`config.mk`:
```
export PLATFORM = sky130hd
export DESIGN_NAME = vbsme_issue_ctrl_flat
export DESIGN_NICKNAME = d
export VERILOG_FILES = /design/src/rtl/vbsme_pkg.sv /design/src/rtl/vbsme_if.sv /design/src/rtl/vbsme_watchdog.sv /design/src/rtl/vbsme_issue_ctrl.sv /design/src/flat_wrapper.sv
export SDC_FILE = /design/constraint.sdc
export NUM_CORES = 1
export LEC_CHECK = 0
export CORE_MARGIN = 2
export CORE_UTILIZATION = 25
export CTS_CLUSTER_SIZE = 25
export DETAILED_ROUTE_END_ITERATION = 7
export GPL_TIMING_DRIVEN = 0
export HOLD_SLACK_MARGIN = 0.15
export PLACE_DENSITY_LB_ADDON = 0.15
export SLEW_MARGIN = 0
export SYNTH_ARGS = -nofsm -noshare
export SYNTH_HDL_FRONTEND = slang
export SYNTH_SLANG_ARGS = --single-unit
export TNS_END_PERCENT = 10
```
`constraint.sdc`:
```
create_clock -name Clk -period 8.6 [get_ports Clk]
set_clock_uncertainty 0.15 [all_clocks]
set_input_delay 2.58 -clock Clk [delete_from_list [all_inputs] [get_ports Clk]]
set_output_delay 2.58 -clock Clk [all_outputs]
set_load 0.005 [all_outputs]
```
`src/rtl/vbsme_pkg.sv`:
```
// Shared definitions for the VBSME issue controller: FSM states, decode
// constants and the default watchdog limit.
package vbsme_pkg;

    typedef enum logic [1:0] {
        IDLE  = 2'd0,
        START = 2'd1,
        BUSY  = 2'd2,
        WB    = 2'd3
    } state_e;

    localparam logic [5:0] VBSME_OPCODE   = 6'b011100;
    localparam logic [5:0] VBSME_FUNCT    = 6'b111111;
    localparam int         TIMEOUT_DEF    = 4096;
    localparam int         CNT_W_DEF      = 13;

    // True when the word in ID is a live VBSME instruction.
    function automatic logic is_vbsme(input logic [31:0] instr, input logic valid,
                                      input logic flush);
        return valid & ~flush & (instr[31:26] == VBSME_OPCODE) & (instr[5:0] == VBSME_FUNCT);
    endfunction

endpackage

```
`src/rtl/vbsme_if.sv`:
```
// Pipeline/engine side bundle of the VBSME issue controller. The master is
// the pipeline plus engine environment, the slave is the controller.
interface vbsme_if #(parameter int CNT_W = 13);

    logic [31:0]      Instruction;
    logic             InstrValid;
    logic             Flush;
    logic             EngineDone;
    logic             EngineStart;
    logic             PCStall;
    logic             IFIDStall;
    logic             ResultWrite;
    logic             Busy;
    logic             TimeoutErr;
    logic [CNT_W-1:0] LastLatency;

    modport master (
        output Instruction, InstrValid, Flush, EngineDone,
        input  EngineStart, PCStall, IFIDStall, ResultWrite, Busy, TimeoutErr, LastLatency
    );

    modport slave (
        input  Instruction, InstrValid, Flush, EngineDone,
        output EngineStart, PCStall, IFIDStall, ResultWrite, Busy, TimeoutErr, LastLatency
    );

endinterface

```
`src/rtl/vbsme_watchdog.sv`:
```
// Saturating BUSY-cycle counter with synchronous clear, count enable and a
// terminal-count flag at TIMEOUT_CYCLES-1.
module vbsme_watchdog #(
    parameter int TIMEOUT_CYCLES = 4096,
    parameter int CNT_W          = 13
) (
    input  logic             Clk,
    input  logic             Rst,
    input  logic             clr_i,
    input  logic             en_i,
    output logic [CNT_W-1:0] cnt_o,
    output logic             tc_o
);

    localparam logic [CNT_W-1:0] TC_VAL = CNT_W'(TIMEOUT_CYCLES - 1);

    logic [CNT_W-1:0] cnt_q;

    // Count while enabled, hold at all-ones instead of wrapping.
    always_ff @(posedge Clk) begin
        if (!Rst)                       cnt_q <= '0;
        else if (clr_i)                 cnt_q <= '0;
        else if (en_i && (cnt_q != '1)) cnt_q <= cnt_q + 1'b1;
    end

    assign cnt_o = cnt_q;
    assign tc_o  = (cnt_q == TC_VAL);

endmodule

```
`src/rtl/vbsme_issue_ctrl.sv`:
```
// Issue sequencer for the VBSME instruction: detects it in ID, stalls the
// front end, pulses the engine start, waits for done or timeout and then
// releases the pipeline for exactly one writeback cycle.
module vbsme_issue_ctrl
    import vbsme_pkg::*;
#(
    parameter int TIMEOUT_CYCLES = TIMEOUT_DEF,
    parameter int CNT_W          = CNT_W_DEF
) (
    input  logic Clk,
    input  logic Rst,
    vbsme_if.slave bus
);

    localparam logic [CNT_W-1:0] TO_LAT = CNT_W'(TIMEOUT_CYCLES);

    state_e           state_q, state_d;
    logic             done_ok_q, done_ok_d;
    logic             err_q, err_d;
    logic [CNT_W-1:0] lat_q, lat_d;
    logic             match;
    logic             wd_clr, wd_en, wd_tc;
    logic [CNT_W-1:0] wd_cnt;
    logic             start_c, stall_c;

    assign match = is_vbsme(bus.Instruction, bus.InstrValid, bus.Flush);

    vbsme_watchdog #(
        .TIMEOUT_CYCLES (TIMEOUT_CYCLES),
        .CNT_W          (CNT_W)
    ) u_wd (
        .Clk   (Clk),
        .Rst   (Rst),
        .clr_i (wd_clr),
        .en_i  (wd_en),
        .cnt_o (wd_cnt),
        .tc_o  (wd_tc)
    );

    // State, exit-reason, sticky error and latency registers.
    always_ff @(posedge Clk) begin
        if (!Rst) begin
            state_q   <= IDLE;
            done_ok_q <= 1'b0;
            err_q     <= 1'b0;
            lat_q     <= '0;
        end else begin
            state_q   <= state_d;
            done_ok_q <= done_ok_d;
            err_q     <= err_d;
            lat_q     <= lat_d;
        end
    end

    // Next state and per-state controls; done has priority over timeout.
    always_comb begin
        state_d   = state_q;
        done_ok_d = done_ok_q;
        err_d     = err_q;
        lat_d     = lat_q;
        wd_clr    = 1'b0;
        wd_en     = 1'b0;
        start_c   = 1'b0;
        stall_c   = 1'b0;
        unique case (state_q)
            IDLE: begin
                if (match) begin
                    stall_c = 1'b1;
                    state_d = START;
                end
            end
            START: begin
                start_c = 1'b1;
                stall_c = 1'b1;
                wd_clr  = 1'b1;
                state_d = BUSY;
            end
            BUSY: begin
                stall_c = 1'b1;
                wd_en   = 1'b1;
                if (bus.EngineDone) begin
                    state_d   = WB;
                    done_ok_d = 1'b1;
                    lat_d     = wd_cnt + 1'b1;
                end else if (wd_tc) begin
                    state_d   = WB;
                    done_ok_d = 1'b0;
                    err_d     = 1'b1;
                    lat_d     = TO_LAT;
                end
            end
            WB: begin
                // Stall released and match ignored: the word advances once.
                state_d = IDLE;
            end
            default: state_d = IDLE;
        endcase
    end

    assign bus.EngineStart = start_c;
    assign bus.PCStall     = stall_c;
    assign bus.IFIDStall   = stall_c;
    assign bus.ResultWrite = (state_q == WB) & done_ok_q;
    assign bus.Busy        = (state_q != IDLE);
    assign bus.TimeoutErr  = err_q;
    assign bus.LastLatency = lat_q;

endmodule

```
`src/flat_wrapper.sv`:
```
// flat-port wrapper written by rule: the top's interface ports become plain ports
module vbsme_issue_ctrl_flat import vbsme_pkg::*;
#(
    parameter int TIMEOUT_CYCLES = TIMEOUT_DEF,
    parameter int CNT_W          = CNT_W_DEF
)
  (Clk, Rst, bus_Instruction, bus_InstrValid, bus_Flush, bus_EngineDone, bus_EngineStart, bus_PCStall, bus_IFIDStall, bus_ResultWrite, bus_Busy, bus_TimeoutErr, bus_LastLatency);
  vbsme_if #(.CNT_W(CNT_W)) bus_i ();
  input  logic Clk;
  input  logic Rst;
  input wire logic [$bits(bus_i.Instruction)-1:0] bus_Instruction;
  input wire logic [$bits(bus_i.InstrValid)-1:0] bus_InstrValid;
  input wire logic [$bits(bus_i.Flush)-1:0] bus_Flush;
  input wire logic [$bits(bus_i.EngineDone)-1:0] bus_EngineDone;
  output wire logic [$bits(bus_i.EngineStart)-1:0] bus_EngineStart;
  output wire logic [$bits(bus_i.PCStall)-1:0] bus_PCStall;
  output wire logic [$bits(bus_i.IFIDStall)-1:0] bus_IFIDStall;
  output wire logic [$bits(bus_i.ResultWrite)-1:0] bus_ResultWrite;
  output wire logic [$bits(bus_i.Busy)-1:0] bus_Busy;
  output wire logic [$bits(bus_i.TimeoutErr)-1:0] bus_TimeoutErr;
  output wire logic [$bits(bus_i.LastLatency)-1:0] bus_LastLatency;
  assign bus_i.Instruction = bus_Instruction;
  assign bus_i.InstrValid = bus_InstrValid;
  assign bus_i.Flush = bus_Flush;
  assign bus_i.EngineDone = bus_EngineDone;
  assign bus_EngineStart = bus_i.EngineStart;
  assign bus_PCStall = bus_i.PCStall;
  assign bus_IFIDStall = bus_i.IFIDStall;
  assign bus_ResultWrite = bus_i.ResultWrite;
  assign bus_Busy = bus_i.Busy;
  assign bus_TimeoutErr = bus_i.TimeoutErr;
  assign bus_LastLatency = bus_i.LastLatency;
  vbsme_issue_ctrl #(.TIMEOUT_CYCLES(TIMEOUT_CYCLES), .CNT_W(CNT_W)) u_core (.Clk(Clk), .Rst(Rst), .bus(bus_i));
endmodule
```
==> results of run 1 <==
## final cells by class
type                       count  area, µm²
multi-input combinational    146        958
clock inverter                 3       40.0
sequential                    30        601
tap                           77       96.3
timing repair buffer          34        340
buffer                        13       58.8
inverter                       9       33.8
fill                         672       4190
clock buffer                   5       68.8
## state kept, by name, summed over array words and instances (netlist names)
register	flops
u_core.bus.LastLatency	13
u_core.u_wd.cnt_o	13
u_core.state_q	2
u_core.bus.TimeoutErr	1
u_core.done_ok_q	1
## routing by layer
| layer | part of all wire, % | wire length (µm) | vias up |
|---|---|---|---|
| li1 | - | - | 802 |
| met1 | 49 | 2220 | 723 |
| met2 | 44 | 1980 | 47 |
| met3 | 5.9 | 266 | 6 |
| met4 | 1.2 | 53 | 0 |
| met5 | 0 | 0 | - |
## report_power, final
group	switching, mW	total (mW)	leakage, nW	internal, mW
logic	0.0253	0.0547	0.484	0.0293
clock network	0.0560	0.141	0.0579	0.0852
registers	0.00257	0.144	0.242	0.141
## stage by stage
stage	hold slack [ns]	worst slack [ns]	std cells	area [µm²]	power, mW
floorplan	0.298	2.13	198	1650	0.177
global placement	0.293	1.19	309	2090	0.202
detailed placement	0.296	1.19	309	2090	0.202
CTS	0.308	1.18	317	2200	0.343
global route	0.318	1.03	317	2200	0.357
finish	0.305	1.22	317	2200	0.339
## worst max path at each step
stage                    from          end  slack [ns]  cells past startpoint
finish              bus_Flush  bus_PCStall        1.22                      7
global placement    bus_Flush  bus_PCStall        1.19                      7
CTS                 bus_Flush  bus_PCStall        1.18                      7
global route        bus_Flush  bus_PCStall        1.03                      7
detailed placement  bus_Flush  bus_PCStall        1.19                      7
floorplan           bus_Flush  bus_PCStall        2.13                      5
## cells by family (layout without fill, tap and decap cells)
group	count (synthesis)	after routing	synth area share, %
AND/OR/NAND/NOR	83	83	27.5
AO/OA/AOI/OAI	47	47	20.2
flip-flops	30	30	36.4
buffers and inverters	22	64	5.61
adder cells (fa/ha/maj)	7	7	5.30
XOR/XNOR	6	6	3.18
multiplexers	3	3	1.89
## synthesized netlist by cell type, types with 2 or more instances
cell,n
nand3_1,12
nand4_2,3
nand2_1,19
nand2b_1,3
or3_1,6
o41ai_2,2
mux2i_1,2
o21ai_1,7
and3_1,3
a31oi_1,2
xnor2_1,3
nor2_1,12
buf_2,4
nor3_1,7
nand4_1,3
nor4_1,6
a22oi_1,2
ha_1,7
a21oi_1,19
xor2_1,3
clkbuf_1,7
inv_1,8
dfxtp_1,30
and4_1,2
o21ai_0,4
and2_1,2
## critical path, stage by stage
cell and delay (ns):
clkdlybuf4s50_1 0.40, or4b_4 0.56, nor4_1 0.28, a21oi_1 0.11
nor2_1 0.12, buf_4 0.12, clkdlybuf4s50_1 0.48
==> metrics.txt, run 1 <==
status finished clean; final core utilization 34.4%; reg2reg end u_core.u_wd.cnt_o[1]; layout cell share with drive strength beyond 1 10.0%; Max clock buf depth 2; unrepaired setup endpoints after global routing no; Crit Path Class input port to output port; DRC errors left 0; Fin. Hold Viols 0; max-slew violation count 0; Cells after Synth 198; Num CTS Buffers 5; GR peak layer met2; setup tns final 0 ns; met1 usage 17.7%; hpwl dp 3330 µm; Seq/Total Area, Yosys 36.4%; clock-pin slew on the worst setup and hold paths 0.07 ns; clock period minus worst slack 7.38 ns; Hold Path End u_core.bus.LastLatency[5]; Final Cycle Share between 80% and 90%; vias post-DR roughly 1,600; I/O Pins 56; CTS tree done; Max Freq approximately 140 MHz; # H-tree levels 2; RR Startpoint u_core.u_wd.cnt_o[0]; critical path peak fanout 2; Die Y 85.3 µm; Synth Area per Inst 8.34 µm²; PostCTS Resize Cnt 0; Post-synth EDFFs 0; crit end category output port; startpoint type of the worst setup path input port; reg2reg path depth 6; Die Width 85.3 µm; Worst Hold Class register to register; Die Footprint approximately 7300 µm²; Clock Sink Count 30; largest net degree at the start of global routing 11; first-pass GRT wire length 7380 µm; top_reg_cell synth dfxtp_1; Leak 0.784 nW; wire length per cell roughly 14 µm; initial antenna violation count 0; Vias/cell around 5; Synthesis Warnings 0; max_slew headroom 63.8%; gp weighted congestion 0.778; Root Buffer clkbuf_8; Setup Buffers After CTS 0; Area contributors post-synth dfxtp_1, a21oi_1, ha_1; Hold Crit Start u_core.bus.LastLatency[5]; Post-Route WL 4520 µm; Crit path required time 5.87 ns; Hold Path Depth 2; TritonRoute pass-1 iters 4; Reg2Reg Setup Slack 6.15 ns; core region area 6390 µm²; Yosys top cell area share 36.4%; post-synth design cell area 1650 µm²; row count 29; Max-Cap Viols 0; total grt overflow 0; Synth area leader dfxtp_1; synthesized flop and latch total 30; most frequent cells in the layout clkdlybuf4s50_1, dfxtp_1, a21oi_1, nand2_1; initial core utilization 25.9%; worst slew pin tran 0.538 ns; vias in the first global route between 1,000 and 1,500; maximum VDD drop 0.0000656 V; All-Layer GR Usage between 10 and 15%; arrival time of the worst setup path 4.65 ns; area grow syn2layout 33.0%; initial detailed-routing violation count roughly 120; met2 Usage GRT a little under a fifth; Pwr Density 154 nW/µm²; ys async rst share 0%; clock latency on the worst-skew pair a little under 0.3 ns; grt met3 use 3.79%; post-synthesis cell type count 46; Syn Nets roughly 240; Post-DRT Antenna Nets 0; final setup vio count 0; number of inserted diodes 0; fin nets 283; # port buffers 34; CTS Hold Bufs 0; commonest non-fill, non-tap cell in the layout clkdlybuf4s50_1
No activity file was read; power rests on OpenSTA's default activity.
==> run 2: changes to the inputs <==
--- a/config.mk
+++ b/config.mk
@@ -5,6 +5,7 @@
 export SDC_FILE = /design/constraint.sdc
 export NUM_CORES = 1
 export LEC_CHECK = 0
+export CAP_MARGIN = 20
 export CORE_MARGIN = 2
 export CORE_UTILIZATION = 25
 export CTS_CLUSTER_SIZE = 25
==> results of run 2 <==
Final layout, timing and power as in run 1 (identical DEF).
==> run 3: changes to the inputs <==
--- a/config.mk
+++ b/config.mk
@@ -7,13 +7,13 @@
 export LEC_CHECK = 0
 export CAP_MARGIN = 20
 export CORE_MARGIN = 2
-export CORE_UTILIZATION = 25
+export CORE_UTILIZATION = 49
 export CTS_CLUSTER_SIZE = 25
 export DETAILED_ROUTE_END_ITERATION = 7
 export GPL_TIMING_DRIVEN = 0
 export HOLD_SLACK_MARGIN = 0.15
 export PLACE_DENSITY_LB_ADDON = 0.15
-export SLEW_MARGIN = 0
+export SLEW_MARGIN = 20
 export SYNTH_ARGS = -nofsm -noshare
 export SYNTH_HDL_FRONTEND = slang
 export SYNTH_SLANG_ARGS = --single-unit
==> metrics.txt, run 3 (synthesized netlist as in run 1, its figures left out) <==
clock period minus worst slack 7.41 ns; Sequential Area approximately 600 µm²; DRC errors left 0; vias post-DR 1,580; layout cell share with drive strength beyond 1 10.0%; crit-path leading delay family buffers and inverters; RR Startpoint u_core.u_wd.cnt_o[0]; Pwr Density 146 nW/µm²; Clock Sink Count 30; Leak ~0.76 nW; final setup vio count 0; fin nets 283; max_slew headroom 56.5%; gp weighted congestion 0.836; row count 21; TritonRoute pass-1 iters 4; Setup Buffers After CTS 0; largest net degree at the start of global routing 12; All-Layer GR Usage 22.7%; area grow syn2layout 29.1%; total grt overflow 0; Vias/cell 5.52; reg2reg end u_core.u_wd.cnt_o[1]; slowest CP cell or4b_4; most frequent cells in the layout clkdlybuf4s50_1, dfxtp_1, a21oi_1, nand2_1; Worst path max stage delay 0.57 ns; hpwl dp 3040 µm; overall power 0.311 mW; Hold Path Depth 2; initial antenna violation count 0; maximum VDD drop 0.000102 V; Max Freq about 130 MHz; clock-pin slew on the worst setup and hold paths approximately 0.10 ns; startpoint type of the worst setup path input port; CTS tree done; CTS Hold Bufs 0; Num CTS Buffers 5; Die Y 62.1 µm; initial core utilization 50.3%; worst slew pin tran between 0.6 and 0.7 ns; I/O Pins 56; number of inserted diodes 0; critical path peak fanout 2; max-slew violation count 0; Crit path required time 5.87 ns; area occupied by multi-input gates 958 µm²; Fin. Hold Viols 0; Root Buffer clkbuf_4; commonest non-fill, non-tap cell in the layout clkdlybuf4s50_1; WHS 0.308 ns; clock latency on the worst-skew pair between 0.3 and 0.4 ns; reg2reg path depth 6; Reg2Reg Setup Slack 6.22 ns; vias in the first global route 1,444; Hold Path End u_core.bus.LastLatency[7]; Max-Cap Viols 0; Hold Crit Start u_core.bus.LastLatency[7]; Worst Hold Class register to register; worst-path cell chain clkdlybuf4s50_1 -> or4b_4 -> nor4_1 -> a21oi_1 -> nor2_1 -> buf_4 -> clkdlybuf4s50_1; Final Cycle Share between 80% and 90%; Fill cells 320; wire length per cell 13.9 µm; Max clock buf depth 2; PostCTS Resize Cnt 0; arrival time of the worst setup path 4.68 ns; initial detailed-routing violation count 41; Crit Path Class input port to output port; Die Footprint 3850 µm²; first-pass GRT wire length between 6000 and 7000 µm; # port buffers 34; Post-Route WL between 3000 and 4000 µm; # H-tree levels 2; WP buf/inv 3; core region area ~3300 µm²; setup tns final 0 ns; Post-DRT Antenna Nets 0; cell mode on critical path clkdlybuf4s50_1; unrepaired setup endpoints after global routing no; crit end category output port; Die Width 62.1 µm; status finished clean
## run 3: cell types whose count changed in the layout (fill, tap and decap cells not counted)
cell	change
clkbuf_4	+5
clkbuf_8	-5
clkinv_2	-2
clkinvlp_4	+2
## run 3: area by class of cell
cell class	count	area share [%]
Clock buffer	5	1.76
Sequential cell	30	28.2
Clock inverter	3	2.11
Multi-Input combinational cell	146	45.0
Inverter	9	1.58
Buffer	13	2.76
Timing Repair Buffer	34	16.0
Tap cell	46	2.70
## run 3: per-layer routing
metal / GRT usage (%) / part of all wire, % / vias to the layer above
met5: 0 / 0 / -
met4: 7.29 / 1.3 / 0
met3: 6.00 / 5.3 / 6
met2: 39.1 / 47 / 39
met1: 27.3 / 46 / 735
li1: - / - / 800
## run 3: worst max-delay path by stage
stage,start,end,depth (start not counted)
floorplan,bus_Flush,bus_PCStall,5
global route,bus_Flush,bus_PCStall,7
CTS,bus_Flush,bus_PCStall,7
detailed placement,bus_Flush,bus_PCStall,7
global placement,bus_Flush,bus_PCStall,7
finish,bus_Flush,bus_PCStall,7
## run 3: tightest hold or removal path: cells and delay by family (launching register included)
kind	cells	cell delay, ns
flops	1	0.32
compound gates	1	0.05
simple gates	1	0.05
## run 3: through the flow
stage          worst slack (ns)  cell area, µm²  instances  util [%]
4_1_cts                    1.16            2130        286      64.9
2_1_floorplan              2.13            1650        198         -
3_5_place_dp               1.17            2050        278      62.4
3_3_place_gp               1.21            2050        278      62.4
5_1_grt                    1.06            2130        286      64.9
6_report                   1.19            2130        286      64.9
## run 3: report_power, final
part	switching (mW)	leakage [nW]	internal [mW]
registers	0.00249	0.242	0.141
logic	0.0244	0.484	0.0295
clock network	0.0531	0.0374	0.0610
total	0.0799	0.763	0.231
